[config.mk]
export PLATFORM = sky130hd
export DESIGN_NAME = result_reporter
export DESIGN_NICKNAME = d
export VERILOG_FILES = /design/src/rtl/result_reporter.sv
export SDC_FILE = /design/constraint.sdc
export NUM_CORES = 1
export LEC_CHECK = 0
export CAP_MARGIN = 10
export CORE_ASPECT_RATIO = 1.5
export CORE_MARGIN = 5
export CORE_UTILIZATION = 35
export DETAILED_ROUTE_END_ITERATION = 16
export GPL_TIMING_DRIVEN = 0
export PLACE_DENSITY = 0.6
export SYNTH_ARGS = -nofsm -noshare
export SYNTH_HDL_FRONTEND = slang
export SYNTH_SLANG_ARGS = --single-unit
[constraint.sdc]
create_clock -name clk -period 7.3 [get_ports clk]
set_input_delay 1.095 -clock clk [delete_from_list [all_inputs] [get_ports clk]]
set_output_delay 1.095 -clock clk [all_outputs]
set_load 0.02 [all_outputs]
[src/rtl/result_reporter.sv]
// result_reporter
//   Captures a core's completion result once, converts it to decimal with a
//   double-dabble shifter and transmits "RESULT: <decimal>\r\n" as 8N1 UART
//   frames, back to back.
//
// Parameters
//   WIDTH         bit width of sum (4..32)
//   CLKS_PER_BIT  clock cycles per UART bit (>= 2)
//
// Ports
//   clk    in   system clock, rising edge
//   reset  in   asynchronous active-low reset
//   isEnd  in   core completion flag (level)
//   sum    in   core result, unsigned, valid while isEnd is high
//   txd    out  UART serial output, idle high
//   busy   out  high from capture until the last stop bit completes
//   done   out  high once the full line has been sent, sticky until reset
module result_reporter #(
    parameter int unsigned WIDTH        = 32,
    parameter int unsigned CLKS_PER_BIT = 16
) (
    input  logic             clk,
    input  logic             reset,
    input  logic             isEnd,
    input  logic [WIDTH-1:0] sum,
    output logic             txd,
    output logic             busy,
    output logic             done
);

    // ceil(WIDTH * log10(2)); log10(2) is irrational so no exact-integer edge case
    localparam int unsigned NDIG = (WIDTH * 30103 + 99999) / 100000;
    localparam int unsigned BCDW = 4 * NDIG;
    localparam int unsigned MAXCH = 10 + NDIG;
    localparam int unsigned CHW = $clog2(MAXCH + 1);
    localparam int unsigned SCW = $clog2(WIDTH);
    localparam int unsigned CKW = $clog2(CLKS_PER_BIT);

    typedef enum logic [1:0] {StIdle, StConvert, StSend, StDone} state_e;

    state_e state_q, state_d;

    logic [WIDTH-1:0] cap_q, cap_d;
    logic [BCDW-1:0]  bcd_q, bcd_d;
    logic [SCW-1:0]   shift_cnt_q, shift_cnt_d;
    logic             lead_q, lead_d;
    logic [CHW-1:0]   lz_q, lz_d;
    logic [CHW-1:0]   char_q, char_d;
    logic [3:0]       bit_q, bit_d;
    logic [CKW-1:0]   clk_cnt_q, clk_cnt_d;

    logic [BCDW-1:0]  bcd_adj;
    logic [CHW-1:0]   lz_calc;
    logic [CHW-1:0]   line_last;
    logic [CHW-1:0]   line_cr;
    logic [7:0]       cur_char;
    logic             tx_bit;
    logic             conv_last;
    logic             bit_end;
    logic             frame_last;

    // Index of the LF character; the line has 8 + (NDIG - lz) + 2 characters
    assign line_last = CHW'(9 + NDIG) - lz_q;
    assign line_cr   = line_last - CHW'(1);

    assign conv_last  = (shift_cnt_q == SCW'(WIDTH - 1));
    assign bit_end    = (clk_cnt_q == CKW'(CLKS_PER_BIT - 1));
    assign frame_last = !lead_q && bit_end && (bit_q == 4'd9) && (char_q == line_last);

    // Double-dabble correction: every nibble >= 5 gets +3 before the shift
    always_comb begin
        bcd_adj = '0;
        for (int i = 0; i < int'(NDIG); i++) begin
            if (bcd_q[4*i +: 4] >= 4'd5) begin
                bcd_adj[4*i +: 4] = bcd_q[4*i +: 4] + 4'd3;
            end else begin
                bcd_adj[4*i +: 4] = bcd_q[4*i +: 4];
            end
        end
    end

    // Leading-zero digit count; the least significant digit is always sent
    always_comb begin
        logic found;
        lz_calc = '0;
        found   = 1'b0;
        for (int i = int'(NDIG) - 1; i >= 1; i--) begin
            if (!found && (bcd_q[4*i +: 4] == 4'd0)) begin
                lz_calc = lz_calc + CHW'(1);
            end else begin
                found = 1'b1;
            end
        end
    end

    // Character currently on the wire
    always_comb begin
        int dig_idx;
        cur_char = 8'h00;
        dig_idx  = 0;
        if (char_q < CHW'(8)) begin
            unique case (char_q[2:0])
                3'd0: cur_char = 8'h52;
                3'd1: cur_char = 8'h45;
                3'd2: cur_char = 8'h53;
                3'd3: cur_char = 8'h55;
                3'd4: cur_char = 8'h4C;
                3'd5: cur_char = 8'h54;
                3'd6: cur_char = 8'h3A;
                3'd7: cur_char = 8'h20;
            endcase
        end else if (char_q == line_cr) begin
            cur_char = 8'h0D;
        end else if (char_q == line_last) begin
            cur_char = 8'h0A;
        end else begin
            // Digit position counted from the most significant end, skipping zeros
            dig_idx = int'(NDIG) - 1 - int'(lz_q) - int'(char_q) + 8;
            for (int i = 0; i < int'(NDIG); i++) begin
                if (i == dig_idx) begin
                    cur_char = {4'h3, bcd_q[4*i +: 4]};
                end
            end
        end
    end

    // Frame bit: 0 = start, 1..8 = data LSB first, 9 = stop
    always_comb begin
        tx_bit = 1'b1;
        if (bit_q == 4'd0) begin
            tx_bit = 1'b0;
        end else begin
            for (int i = 0; i < 8; i++) begin
                if (bit_q == 4'(i + 1)) begin
                    tx_bit = cur_char[i];
                end
            end
        end
    end

    // State register
    always_ff @(posedge clk or negedge reset) begin
        if (!reset) begin
            state_q <= StIdle;
        end else begin
            state_q <= state_d;
        end
    end

    // Next-state logic
    always_comb begin
        state_d = state_q;
        case (state_q)
            StIdle:    if (isEnd) state_d = StConvert;
            StConvert: if (conv_last) state_d = StSend;
            StSend:    if (frame_last) state_d = StDone;
            StDone:    state_d = StDone;
            default:   state_d = StIdle;
        endcase
    end

    // Outputs
    always_comb begin
        txd  = 1'b1;
        busy = 1'b0;
        done = 1'b0;
        case (state_q)
            StConvert: busy = 1'b1;
            StSend: begin
                busy = 1'b1;
                txd  = lead_q ? 1'b1 : tx_bit;
            end
            StDone:  done = 1'b1;
            default: ;
        endcase
    end

    // Datapath next-state
    always_comb begin
        cap_d       = cap_q;
        bcd_d       = bcd_q;
        shift_cnt_d = shift_cnt_q;
        lead_d      = lead_q;
        lz_d        = lz_q;
        char_d      = char_q;
        bit_d       = bit_q;
        clk_cnt_d   = clk_cnt_q;
        case (state_q)
            StIdle: begin
                if (isEnd) begin
                    cap_d       = sum;
                    bcd_d       = '0;
                    shift_cnt_d = '0;
                end
            end
            StConvert: begin
                bcd_d       = {bcd_adj[BCDW-2:0], cap_q[WIDTH-1]};
                cap_d       = cap_q << 1;
                shift_cnt_d = shift_cnt_q + SCW'(1);
                if (conv_last) begin
                    lead_d    = 1'b1;
                    char_d    = '0;
                    bit_d     = '0;
                    clk_cnt_d = '0;
                end
            end
            StSend: begin
                if (lead_q) begin
                    // One idle-high cycle lets the final BCD settle before
                    // the leading-zero count is registered
                    lead_d = 1'b0;
                    lz_d   = lz_calc;
                end else if (bit_end) begin
                    clk_cnt_d = '0;
                    if (bit_q == 4'd9) begin
                        bit_d  = '0;
                        char_d = char_q + CHW'(1);
                    end else begin
                        bit_d = bit_q + 4'd1;
                    end
                end else begin
                    clk_cnt_d = clk_cnt_q + CKW'(1);
                end
            end
            default: ;
        endcase
    end

    always_ff @(posedge clk or negedge reset) begin
        if (!reset) begin
            cap_q       <= '0;
            bcd_q       <= '0;
            shift_cnt_q <= '0;
            lead_q      <= 1'b0;
            lz_q        <= '0;
            char_q      <= '0;
            bit_q       <= '0;
            clk_cnt_q   <= '0;
        end else begin
            cap_q       <= cap_d;
            bcd_q       <= bcd_d;
            shift_cnt_q <= shift_cnt_d;
            lead_q      <= lead_d;
            lz_q        <= lz_d;
            char_q      <= char_d;
            bit_q       <= bit_d;
            clk_cnt_q   <= clk_cnt_d;
        end
    end

endmodule
Word level (Yosys, flattened, before mapping)
Memories as Yosys holds them, arrays and structs flattened.
Cells that the tools add are included.
- register bits: 98
- memory bits (read-only): 56
- input bits: 35
- output and inout bits: 3
- word-level logic and storage cells: 198
- memories: 1
- add/sub/neg operators: 27
- magnitude comparators: 11
- equality and inequality tests: 31
- multiplexer cells: 78
- reduce and logical (&&, ||, !) cells: 41
- memories (memory ; depth ; width ; read ports ; clocked after Yosys merged registers in ; write ports ; line ; RTL):
    (no name shown) ; 8 ; 7 ; 1 ; 0 ; 0 ; 102 ; unique case (char_q[2:0])
- operators by type and width (cell ; count):
    8-bit 2-to-1 mux ; 12
    40-bit one-hot mux with 2 select lines ; 1
    5-bit 2-to-1 mux ; 13
    32-bit one-hot mux with 2 select lines ; 1
    4-bit 2-to-1 mux ; 15
    5-bit by 1-bit adder with 5-bit output, second input constant ; 10
    4-bit by 3-bit greater-or-equal comparator with 1-bit output, second input constant ; 10
    4-bit logical NOT ; 10
    40-bit 2-to-1 mux ; 1
    4-bit by 2-bit adder with 4-bit output, second input constant ; 9
    4-bit by 8-bit == test with 1-bit output, first input constant ; 4
    32-bit logical NOT ; 1
    32-bit 2-to-1 mux ; 1
    1-bit 2-to-1 mux ; 23
    5-bit one-hot mux with 2 select lines ; 2
    3-bit by 8-bit == test with 1-bit output, first input constant ; 2
    4-bit by 3-bit == test with 1-bit output, second input constant ; 4
    5-bit by 8-bit == test with 1-bit output, first input constant ; 2
    4-bit one-hot mux with 2 select lines ; 2
    4-bit == test, second input constant ; 3
    2-bit != test, second input constant ; 6
    1-bit logical AND ; 11
    5-bit == test ; 2
    4-bit by 1-bit adder with 4-bit output, second input constant ; 2
    other kinds (26) ; 41

Depth between registers and ports, before layout
Gate-level depths: netlist of the first run.
- depth in word-level cells: 28
- gate-level depth with buffers: 23
- gate-level depth less buffers: 23

Worst setup path after synthesis of the first run
Ideal clock, no wire load.
- kind: reg-to-reg
- start: register bcd_q[28]
- end: register lz_q[4]
- setup time: 0.064 ns
- data arrival time: 4.901 ns
- data required time: 7.236 ns
- path slack: 2.335 ns
- stages on the path, launching flop included: 23
- buffers on the path: 0
- clock period less this slack: 4.965 ns
- cell sequence: dfrtp_1 -> inv_1 -> ha_1 -> or3b_1 -> a21oi_1 -> ha_1 -> nor3_1 -> nor2_1 -> ha_1 -> mux2i_1 -> a21oi_1 -> ha_1 -> mux2_2 -> ha_1 -> mux2_2 -> ha_1 -> mux2i_1 -> o21ai_0 -> ha_1 -> nand2_2 -> or4_1 -> o21ai_1 -> a21o_1
- word-level cells in the longest chain between the ends: 21
- elaborated cells on any way between the ends: 33
- those cells by class: add/sub (6); mux (13); reduce/logical (14)
- ends and longest elaborated chain (item ; line ; RTL):
    start: declaration ; 44 ; logic [BCDW-1:0] bcd_q, bcd_d;
    start signal: assignment ; 232 ; bcd_q <= '0;
    start signal: assignment ; 241 ; bcd_q <= bcd_d;
    4-bit logical NOT (*) ; 88 ; if (!found && (bcd_q[4*i +: 4] == 4'd0)) begin
    1-bit logical AND (*) ; 88 ;
    parallel branches: the longest is 18 deep, another holds 5-bit by 1-bit adder with 5-bit output ; n/a ;
    5-bit 2-to-1 mux (*) ; 88 ;
    end signal: assignment ; 244 ; lz_q <= lz_d;
    end: declaration ; 47 ; logic [CHW-1:0] lz_q, lz_d;
Mark *: on every way between the ends.
A chain may end at the register's enable or synchronous reset.

Worst setup path after layout of the first run
- start: register char_q[2]
- end: output txd
- word-level cells in the longest chain between the ends: 27
- elaborated cells on any way between the ends: 40
- those cells by class: add/sub (2); order compare (1); eq/ne (11); mux (24); reduce/logical (1); memory (1)
- ends and longest elaborated chain (item ; line ; RTL):
    start: declaration ; 48 ; logic [CHW-1:0] char_q, char_d;
    start signal: assignment ; 245 ; char_q <= char_d;
    6-bit by 6-bit subtractor with 7-bit output ; 118 ; dig_idx = int'(NDIG) - 1 - int'(lz_q) - int'(char_q) + 8;
    7-bit by 5-bit adder with 8-bit output ; 118 ;
    32-bit logical NOT ; 120 ; if (i == dig_idx) begin
    6-bit 2-to-1 mux ; 120 ;
    8-bit 2-to-1 mux (9 in series) ; 120 ;
    8-bit 2-to-1 mux ; 114 ; end else if (char_q == line_last) begin
    8-bit 2-to-1 mux ; 112 ; end else if (char_q == line_cr) begin
    8-bit 2-to-1 mux (*) ; 101 ; if (char_q < CHW'(8)) begin
    1-bit 2-to-1 mux (7 in series) ; 134 ; if (bit_q == 4'(i + 1)) begin
    1-bit 2-to-1 mux (*) ; 134 ;
    1-bit 2-to-1 mux (*) ; 130 ; if (bit_q == 4'd0) begin
    1-bit 2-to-1 mux (*) ; 171 ; txd = lead_q ? 1'b1 : tx_bit;
    1-bit 2-to-1 mux (*) ; 167 ; case (state_q)
    end: declaration ; 26 ; output logic txd,
Every way passes the cells marked *; elsewhere a longest branch is shown, timed or not.

==> out/metrics.yaml, run 1 <==
static-leakage-power_nw: 3.28
wire_per_inst_um: 15.9
htreeDepth: 3
ys_seq_area_share_pct: 36.3
grt_max_degree: 68
layout.nets: 878
hold_viol_final: 0
synthArstFlopShare_pct: 100
grt_pass1_vias: 5568
cp_cell_sequence: "clkbuf_1 > inv_1 > ha_1 > fa_1 > clkbuf_1 > o21ai_0 > a211oi_1 > and3_1 > o31a_1 > nor3_1 > or4_1 > a41oi_1 > clkdlybuf4s50_1"
route.vias.total: 5514
final-seq-area_sq_mm: 0.00245
gp_congestion: 0.826
worst-r2r-setup-slack_ns: 1.96
wl_mm: 16.5
rows: 62
finalSetupViolations: 0
power_switching_mw: 1.03
finalSetupTns_ns: 0
period_minus_slack_ns: 6.03
fmax_mhz: 166
port_buffers: 37
hpwl_mm: 12.3
netlist_area_sq_mm: 0.00675
max_stage_delay_ns: 0.66
clockBufferDepth: 2
intPower_mw: 1.34
numCtsBuffers: 9
path_clk_slew_ns: 0.09
drv_slew: 0
netlist_instances: 731
maxCapViolCount: 0
multi_input_area_sq_mm: 0.00398
layout_setup_ws_ns: 1.27
drive_above_1_share_pct: 5.48
root_buffer: "clkbuf_16"
viasPerCell: 5.30
cp-start-kind: "flop"
power_switching_share_pct: 43.4
synthesis.nets: 829
relSlewSlack_pct: 50.7
worstSetupPathType: "reg2out"
gr-usage-all-layers_pct: 15.5
peakVddDrop_v: 0.000156
die_w_um: 123
io_pins: 38
power.density_mw_per_mm2: 304
core-area_sq_mm: 0.0191
grt-ovfl-total: 0
crit_slowest_cell: "clkdlybuf4s50_1"
synth_seq_cells: 98
cts_hold_buf: 0
crit_fanout: 10
combPwrFrac_pct: 45.1
post-cts-setup-buffers: 0
syn_avg_cell_area_sq_um: 9.23
crit_arrival_ns: 4.93
clock_skew_ns: 0.0131
cts_tree: "yes"
nFillCells: 1978
cts_resized: 0
crit_path_end_kind: "primary output"
cts.sink_count: 98
dieArea_sq_mm: 0.0222
grt_first_pass_wirelength_mm: 27.8
ys_warn_count: 0
cp.required_ns: 6.20
cp_common_cell: "clkbuf_1"
rsz0062_at_grt: "no"
synth_edf_count: 0
dp_slack_ns: 1.65
syn_to_final_growth_pct: 15.3
drtIter0Drc: 253
hold_class: "reg2reg"
fin_crit_sh_pct: 82.6
drtAntennaViolNets: 0
tightest_slew_ns: 0.740
detail_route.drc_violations: 0
initial_core_util_pct: 35.4
status: "complete, no violations"
antenna_found_initial: 0
diodes: 0
synth.distinct_cells: 61
clockPowerShare_pct: 22.2
die_y_um: 180
seqPwrFrac_pct: 32.6
dr.pass1.iters: 4
synth-main-ff-cell: "dfrtp_1"
clock_latency_ns: 0.36
## kinds of logic (layout without fill, tap and decap cells)
family	after synthesis	after routing	share of synthesized area, %
xor gates and xnor gates	32	32	4.15
buffers and inverters	78	132	4.62
muxes	54	54	9.40
AOI/OAI and AO/OA	202	202	18.3
DFF	98	98	36.3
adders and majority gates	63	63	11.8
and+or+nand+nor	204	204	15.4
## state kept, by name, indices dropped and copies added (netlist names)
register / count
clk_cnt_q: 4
state_q: 2
shift_cnt_q: 5
lead_q: 1
cap_q: 32
bcd_q: 40
bit_q: 4
char_q: 5
lz_q: 5
## layout by cell type (no fill, tap or decap), types with 26 or more instances in the layout
master,count
ha_1,62
mux2i_1,42
clkdlybuf4s50_1,36
nand2_1,69
dfrtp_1,98
clkbuf_1,29
inv_1,40
nor2_1,43
o21ai_0,78
a21oi_1,41
o22ai_1,26
## path summary, 6_finish.rpt
path	start	cells past startpoint	end
worst max-delay path	char_q[2]$_DFFE_PN0P_	13	txd
worst min-delay path	cap_q[18]$_DFFE_PN0P_	2	cap_q[18]$_DFFE_PN0P_
worst max register to register	bcd_q[28]$_DFFE_PN0P_	22	lz_q[4]$_DFFE_PN0P_
worst min register to register	cap_q[18]$_DFFE_PN0P_	2	cap_q[18]$_DFFE_PN0P_
max in group asynchronous	reset	2	clk_cnt_q[1]$_DFFE_PN0P_
min in group asynchronous	reset	1	bcd_q[21]$_DFFE_PN0P_
## area by class of cell
type | count | area share [%]
multi-input cells | 555 | 51.2
inverters | 41 | 1.98
flip-flops and latches | 98 | 31.5
clock inverters | 7 | 1.21
well taps | 256 | 4.12
repair buffers | 38 | 5.08
clock buffers | 9 | 2.89
plain buffers | 37 | 2.03
## metal layers
metal / vias to the layer above / share of wire, % / track usage (%)
li1: 2736 / - / -
met1: 2696 / 42 / 19.0
met2: 65 / 54 / 27.2
met3: 17 / 2.4 / 2.01
met4: 0 / 2.1 / 5.76
met5: - / 0 / 0
## critical path: cells and delay by family (launching register included)
kind	cells	cell delay [ns]
AND/OR/NAND/NOR	3	0.75
buffers and inverters	4	1.58
AO/OA/AOI/OAI	4	0.97
flip-flops	1	0.34
adder cells (fa/ha/maj)	2	0.93
## cell usage after synthesis (all sizes together) (10+ instances only)
cell type | n | area share, %
ha | 62 | 11
o22ai | 26 | 2.4
xnor2 | 22 | 2.9
a32o | 10 | 1.5
inv | 40 | 2.2
xor2 | 10 | 1.3
nor3 | 13 | 0.96
o21ai | 80 | 5.9
a21oi | 41 | 3.0
dfrtp | 98 | 36
nand2 | 70 | 3.9
o31ai | 13 | 1.4
clkbuf | 29 | 1.6
mux2i | 42 | 6.2
nand2b | 12 | 1.1
nor2 | 44 | 2.6
nand3 | 13 | 0.96
## metrics by stage
step / hold WS, ns / power, mW / instance area, sq um / instances / utilization, %
global placement: 0.460 / 1.84 / 7440 / 1024 / 39.0
global route: 0.511 / 2.56 / 7780 / 1041 / 40.8
floorplan: 0.450 / 1.52 / 6750 / 731 / -
detailed placement: 0.471 / 1.86 / 7460 / 1025 / 39.1
CTS: 0.490 / 2.39 / 7780 / 1041 / 40.8
finish: 0.485 / 2.37 / 7780 / 1041 / 40.8
## power by group through the flow
stage / Clock, mW / Sequential [mW] / Combinational [mW]
after global placement: 0 / 0.779 / 1.06
after global routing: 0.560 / 0.791 / 1.21
after floorplan: 0 / 0.753 / 0.770
final: 0.526 / 0.772 / 1.07
after CTS: 0.538 / 0.772 / 1.08
after detailed placement: 0 / 0.783 / 1.08
Note: power is estimated with default switching activity, not from simulation.
==> run 2: changes to the inputs <==
--- a/config.mk
+++ b/config.mk
@@ -11,7 +11,7 @@
 export CORE_UTILIZATION = 35
 export DETAILED_ROUTE_END_ITERATION = 16
 export GPL_TIMING_DRIVEN = 0
-export PLACE_DENSITY = 0.6
+export PLACE_DENSITY = 0.62
 export SYNTH_ARGS = -nofsm -noshare
 export SYNTH_HDL_FRONTEND = slang
 export SYNTH_SLANG_ARGS = --single-unit
==> constraint.sdc (replaced) <==
create_clock -name clk -period 5.1 [get_ports clk]
set_input_delay 0.765 -clock clk [delete_from_list [all_inputs] [get_ports clk]]
set_output_delay 0.765 -clock clk [all_outputs]
set_load 0.02 [all_outputs]
==> run 2 against run 1 <==
Power increased by 39%. Sequential power up 42%. Sequential cell count is the same. Cell area up 1.6%. Clock power increased by 26%. Register-to-register slack lost 1.8 ns. Global-route usage is 0.42 points lower. Non-clock buffer count rose by 8. Critical endpoint is now lz_q[4]$_DFFE_PN0P_. Largest cell class unchanged. Highest routed layer unchanged.
==> out/metrics.yaml, run 2 (synthesis results as in run 1) <==
core-area_sq_mm: 0.0191  # unchanged
viasPerCell: 5.32  # +0.39%
maxCapViolCount: 0  # unchanged
gp_congestion: 0.844  # +2.1%
syn_to_final_growth_pct: 17.2
root_buffer: "clkbuf_16"
fmax_mhz: 203
clockBufferDepth: 2  # unchanged
crit_fanout: 4  # -6
dr.pass1.iters: 5  # +1
drv_slew: 0  # unchanged
cts.sink_count: 98  # unchanged
finalSetupViolations: 0  # unchanged
port_buffers: 37  # unchanged
clock_latency_ns: 0.35  # about the same
peakVddDrop_v: 0.000195  # +25%
grt-ovfl-total: 0  # unchanged
cp.required_ns: 5.39  # -0.81 ns
crit_path_end_kind: "flop"
period_minus_slack_ns: 4.93
final_common_cell: "dfrtp_1"
r2r_cells: 23  # +4.5%
cp_common_cell: "ha_1"
drtAntennaViolNets: 0  # unchanged
antenna_found_initial: 0  # unchanged
drive_above_1_share_pct: 9.47  # +4.0 points
cts_tree: "yes"
die_y_um: 180  # unchanged
post-place-cells: 1025  # unchanged
layout_setup_ws_ns: 0.168  # -1.10 ns
fin_crit_sh_pct: 96.7
detail_route.drc_violations: 0  # unchanged
worst-r2r-setup-slack_ns: 0.17  # -1.79 ns
tightest_slew_ns: 0.740  # -0.000384 ns
wl_mm: 16.4  # -0.79%
power.density_mw_per_mm2: 416  # +37%
cp-start-kind: "flop"
status: "complete, no violations"
numCtsBuffers: 9  # unchanged
max_stage_delay_ns: 0.46  # -0.20 ns
layout.nets: 886  # +0.91%
reg2reg_to: "lz_q[4]$_DFFE_PN0P_"
grt_max_degree: 53  # -22%
stdcell_count: 1048  # +0.67%
rsz0062_at_grt: "yes"
diodes: 0  # unchanged
die_w_um: 123  # unchanged
wire_per_inst_um: 15.6  # -1.5%
path_clk_slew_ns: 0.08  # about the same
relSlewSlack_pct: 50.7  # about the same
cp_cell_sequence: "inv_2 > ha_1 > or3b_4 > nand2b_4 > inv_4 > ha_4 > nor3_2 > nor2_1 > ha_1 > mux2i_2 > a21oi_2 > ha_1 > mux2_4 > ha_4 > mux2_2 > ha_1 > mux2i_1 > o21ai_1 > ha_2 > nand2_2 > or4_1 > o21ai_1 > a21o_1"
layout_common_cells: "dfrtp_1 (98), o21ai_0 (77), nand2_1 (69)"
initial_core_util_pct: 35.4  # unchanged
hold_viol_final: 0  # unchanged
clock_skew_ns: 0.00800  # -0.00512 ns
rows: 62  # unchanged
grt_first_pass_wirelength_mm: 27.1  # -2.4%
r2r-start: "bcd_q[36]$_DFFE_PN0P_"
largest_registers: "bcd_q (40), cap_q (32)"
cts_hold_buf: 0  # unchanged
static-leakage-power_nw: 3.32  # +1.2%
dp_slack_ns: -0.330  # -1.98 ns
htreeDepth: 3  # unchanged
hold_class: "in2async"
grt_pass1_vias: 5466  # -1.8%
io_pins: 38  # unchanged
dieArea_sq_mm: 0.0222  # unchanged
hpwl_mm: 12.2  # -0.84%
crit_arrival_ns: 5.22  # +0.29 ns
gr-usage-all-layers_pct: 15.0  # -0.42 points
largest_register_ffs: 40  # unchanged
crit_slowest_cell: "or4_1"
route.vias.total: 5573  # +1.1%
regMostFlops: "bcd_q"
worstSetupPathType: "reg2reg"
drtIter0Drc: 302  # +19%
==> run 2: cell types whose count changed in the layout (fill, tap and decap cells not counted), sizes merged <==
cell           change
clkinvlp           +1
clkinv             -1
clkdlybuf4s50      -1
bufinv             -1
buf               +11
clkbuf             -2
==> run 2: how the worst max path moves through the flow <==
| stage | startpoint | depth (start not counted) | slack [ns] | to |
|---|---|---|---|---|
| 2_1_floorplan | bcd_q[28]$_DFFE_PN0P_ | 22 | 0.14 | lz_q[4]$_DFFE_PN0P_ |
| 3_3_place_gp | reset | 1 | -0.79 | clk_cnt_q[1]$_DFFE_PN0P_ |
| 3_5_place_dp | bcd_q[28]$_DFFE_PN0P_ | 22 | -0.33 | lz_q[4]$_DFFE_PN0P_ |
| 4_1_cts | lz_q[2]$_DFFE_PN0P_ | 13 | 0.01 | txd |
| 5_1_grt | bcd_q[36]$_DFFE_PN0P_ | 23 | -0.08 | lz_q[4]$_DFFE_PN0P_ |
| 6_report | bcd_q[36]$_DFFE_PN0P_ | 23 | 0.17 | lz_q[4]$_DFFE_PN0P_ |
==> run 2: final cells by class <==
cell class,count,area [sq um]
Fill cell,1939,11200
Multi-Input combinational cell,555,4090
Sequential cell,98,2450
Timing Repair Buffer,49,473
Tap cell,256,320
Clock buffer,9,225
Inverter,41,156
Buffer,34,146
Clock inverter,6,48.8
==> run 2: per-stage QoR <==
step / util [%] / cell area [sq um] / setup TNS, ns / total power [mW] / hold slack (ns)
6_report: 41.4 / 7910 / 0 / 3.29 / 0.427
5_1_grt: 41.4 / 7910 / -0.0768 / 3.56 / 0.487
4_1_cts: 40.8 / 7780 / 0 / 3.32 / 0.457
3_5_place_dp: 39.1 / 7460 / -0.517 / 2.66 / 0.470
3_3_place_gp: 39.0 / 7440 / -76.30 / 2.63 / 0.461
2_1_floorplan: - / 6750 / 0 / 2.18 / 0.450
==> run 2: worst max-delay path, delay by kind of cell (launching register included) <==
kind,cells,cell delay (ns)
adder cells (fa/ha/maj),7,1.65
AND/OR/NAND/NOR,6,1.36
multiplexers,4,0.79
AO/OA/AOI/OAI,4,0.50
flip-flops,1,0.41
buffers and inverters,2,0.16
==> run 2: timing repair <==
| action | CTS | global route |
|---|---|---|
| setup buffers | 1 | 10 |
| pin swaps | 1 | 5 |
| resized for setup | 12 | 19 |
| setup endpoints to repair | 2 | 2 |
==> run 2: layer usage <==
layer | wire [um] | global-route usage [%] | share of wire (%)
met1 | 6860 | 17.8 | 42
met3 | 378 | 1.82 | 2.3
met5 | 0 | 0 | 0
met2 | 8740 | 27.5 | 53
met4 | 393 | 5.14 | 2.4
==> run 2: power breakdown <==
group	total, mW	internal (mW)	switching (mW)	leakage [nW]
Sequential	1.10	0.968	0.137	1.30
Clock	0.663	0.335	0.328	0.130
Combinational	1.52	0.553	0.970	1.89
Total	3.29	1.86	1.43	3.32
==> run 3: changes to the inputs <==
--- a/config.mk
+++ b/config.mk
@@ -9,6 +9,7 @@
 export CORE_ASPECT_RATIO = 1.5
 export CORE_MARGIN = 5
 export CORE_UTILIZATION = 35
+export CTS_BUF_LIST = sky130_fd_sc_hd__clkbuf_4 sky130_fd_sc_hd__clkbuf_8
 export DETAILED_ROUTE_END_ITERATION = 16
 export GPL_TIMING_DRIVEN = 0
 export PLACE_DENSITY = 0.62
==> run 3 against run 2 <==
Global-route usage rose by 0.10 points. Maximum frequency rose by 0.45%. Wire length rose by 0.66%. First-iteration DRC count rose by 8.9%. Sequential cell count did not move. Sequential share of layout area rose by 0.24 points. Sequential power barely moved. Register-to-register slack improved by 0.03 ns. Clock skew rose by 0.0041 ns. Power fell by 5.1%.
==> out/metrics.yaml, run 3 (synthesis results as in run 1) <==
port_buffers: 37  # unchanged
cp.required_ns: 4.34  # -1.05 ns
finalSetupViolations: 0  # unchanged
worstSetupPathType: "reg2out"
combPwrFrac_pct: 48.9  # +2.6 points
path_clk_slew_ns: 0.11  # +0.03 ns
drtIter0Drc: 329  # +8.9%
static-leakage-power_nw: 3.30  # -0.63%
power_switching_mw: 1.42  # -0.97%
die_y_um: 180  # unchanged
htreeDepth: 3  # unchanged
critPathLaunch: "char_q[1]$_DFFE_PN0P_"
grt_first_pass_wirelength_mm: 27.3  # +0.61%
period_minus_slack_ns: 4.91  # -0.0223 ns
hpwl_mm: 12.2  # unchanged
clockBufferDepth: 2  # unchanged
drive_above_1_share_pct: 10.0  # +0.57 points
crit_end: "txd"
viasPerCell: 5.30  # -0.28%
io_pins: 38  # unchanged
drv_slew: 0  # unchanged
diodes: 0  # unchanged
wire_per_inst_um: 15.7  # +0.18%
die_w_um: 123  # unchanged
maxCapViolCount: 0  # unchanged
layout.nets: 891  # +0.56%
dieArea_sq_mm: 0.0222  # unchanged
seqPwrFrac_pct: 35.4  # +1.8 points
wl_mm: 16.5  # +0.66%
antenna_found_initial: 0  # unchanged
clockPowerShare_pct: 15.7  # -4.4 points
r2r-start: "bcd_q[28]$_DFFE_PN0P_"
nFillCells: 1955  # +0.83%
relSlewSlack_pct: 51.0  # +0.27 points
cts_tree: "yes"
status: "complete, no violations"
utilization_pct: 41.1  # -0.32 points
power_switching_share_pct: 45.5  # +1.9 points
gp_congestion: 0.844  # unchanged
cts_hold_buf: 0  # unchanged
root_buffer: "clkbuf_8"
rsz0062_at_grt: "yes"
regMostFlops: "bcd_q"
cp-start-kind: "flop"
crit_path_end_kind: "primary output"
grt-ovfl-total: 0  # unchanged
dr.pass1.iters: 6  # +1
layout_common_cells: "dfrtp_1 (98), o21ai_0 (77), nand2_1 (69)"
peakVddDrop_v: 0.000200  # +2.4%
initial_core_util_pct: 35.4  # unchanged
drtAntennaViolNets: 0  # unchanged
grt_max_degree: 53  # unchanged
intPower_mw: 1.70  # -8.3%
crit_arrival_ns: 4.15  # -1.07 ns
cts.sink_count: 98  # unchanged
route.vias.total: 5584  # +0.20%
clock_latency_ns: 0.38  # +0.03 ns
clock_skew_ns: 0.0121  # +0.00410 ns
gr-usage-all-layers_pct: 15.1  # +0.10 points
numCtsBuffers: 9  # unchanged
core-area_sq_mm: 0.0191  # unchanged
syn_to_final_growth_pct: 16.3
crit_fanout: 6  # +2
dp_slack_ns: -0.330  # unchanged
layout_setup_ws_ns: 0.190  # +0.0223 ns
hold_class: "in2async"
fin_crit_sh_pct: 96.3  # -0.44 points
largest_registers: "bcd_q (40), cap_q (32)"
worst-r2r-setup-slack_ns: 0.20  # +0.03 ns
detail_route.drc_violations: 0  # unchanged
power.density_mw_per_mm2: 398  # -4.4%
largest_register_ffs: 40  # unchanged
hold_viol_final: 0  # unchanged
tightest_slew_ns: 0.736  # -0.00402 ns
final_common_cell: "dfrtp_1"
rows: 62  # unchanged
fmax_mhz: 204  # +0.45%
r2r_cells: 22  # -4.3%
reg2reg_to: "lz_q[4]$_DFFE_PN0P_"
grt_pass1_vias: 5498  # +0.59%
## run 3: cell types whose count changed in the layout (fill, tap and decap cells not counted)
cell       change
or3b_4         +1
buf_4          +5
clkbuf_16      -9
or3b_2         -1
clkbuf_8       +9
## run 3: worst min-delay path by stage
stage | startpoint | end | cells after the start
after global placement | cap_q[30]$_DFFE_PN0P_ | cap_q[30]$_DFFE_PN0P_ | 2
after global routing | reset | bcd_q[25]$_DFFE_PN0P_ | 1
after floorplan | cap_q[10]$_DFFE_PN0P_ | cap_q[10]$_DFFE_PN0P_ | 2
final | reset | bcd_q[25]$_DFFE_PN0P_ | 1
after CTS | reset | bcd_q[25]$_DFFE_PN0P_ | 1
after detailed placement | cap_q[17]$_DFFE_PN0P_ | cap_q[17]$_DFFE_PN0P_ | 2
## run 3: area by class of cell
cell class | instances | area, sq um | share of cell area [%]
Inverter | 41 | 156 | 1.99
Timing Repair Buffer | 54 | 510 | 6.51
Multi-Input combinational cell | 555 | 4090 | 52.1
Tap cell | 256 | 320 | 4.08
Clock inverter | 6 | 48.8 | 0.622
Sequential cell | 98 | 2450 | 31.2
Buffer | 34 | 146 | 1.87
Clock buffer | 9 | 124 | 1.58
## run 3: per-stage QoR
stage / setup TNS, ns / power, mW / std cells / hold slack, ns / cell area [sq um]
final: 0 / 3.12 / 1053 / 0.390 / 7850
after global routing: -0.0564 / 3.39 / 1053 / 0.431 / 7850
after CTS: 0 / 3.15 / 1041 / 0.417 / 7710
after detailed placement: -0.517 / 2.66 / 1025 / 0.470 / 7460
after global placement: -76.30 / 2.63 / 1024 / 0.461 / 7440
after floorplan: 0 / 2.18 / 731 / 0.450 / 6750
## run 3: per-layer routing
| metal | track usage, % | vias up | share of wire (%) | wire length [um] |
|---|---|---|---|---|
| li1 | - | 2751 | - | - |
| met1 | 17.8 | 2737 | 42 | 6880 |
| met2 | 27.7 | 77 | 54 | 8880 |
| met3 | 1.85 | 19 | 2.1 | 346 |
| met4 | 5.41 | 0 | 2.3 | 376 |
| met5 | 0 | - | 0 | 0 |
## run 3: what timing repair did
item / CTS / global route
gates resized for setup: 16 / 16
endpoints found under the setup margin: 2 / 2
pin swaps: 2 / 7
buffers inserted: 3 / 13
gates cloned: 0 / 0
## run 3: worst max-delay path, cell delays in order, from the launching register on
cell,delay [ns]
dfrtp_1,0.50
inv_1,0.16
ha_1,0.32
ha_1,0.23
fa_2,0.39
a211oi_1,0.33
mux2i_1,0.14
o2bb2ai_2,0.22
and3_1,0.23
o311a_1,0.19
nor3_1,0.04
or4_1,0.50
a41oi_1,0.30
clkbuf_2,0.23
## run 3: power by group through the flow
stage | Combinational, mW | Sequential [mW] | Clock, mW
floorplan | 1.10 | 1.08 | 0
global placement | 1.51 | 1.11 | 0
detailed placement | 1.54 | 1.12 | 0
CTS | 1.54 | 1.10 | 0.507
global route | 1.72 | 1.13 | 0.540
finish | 1.53 | 1.10 | 0.491
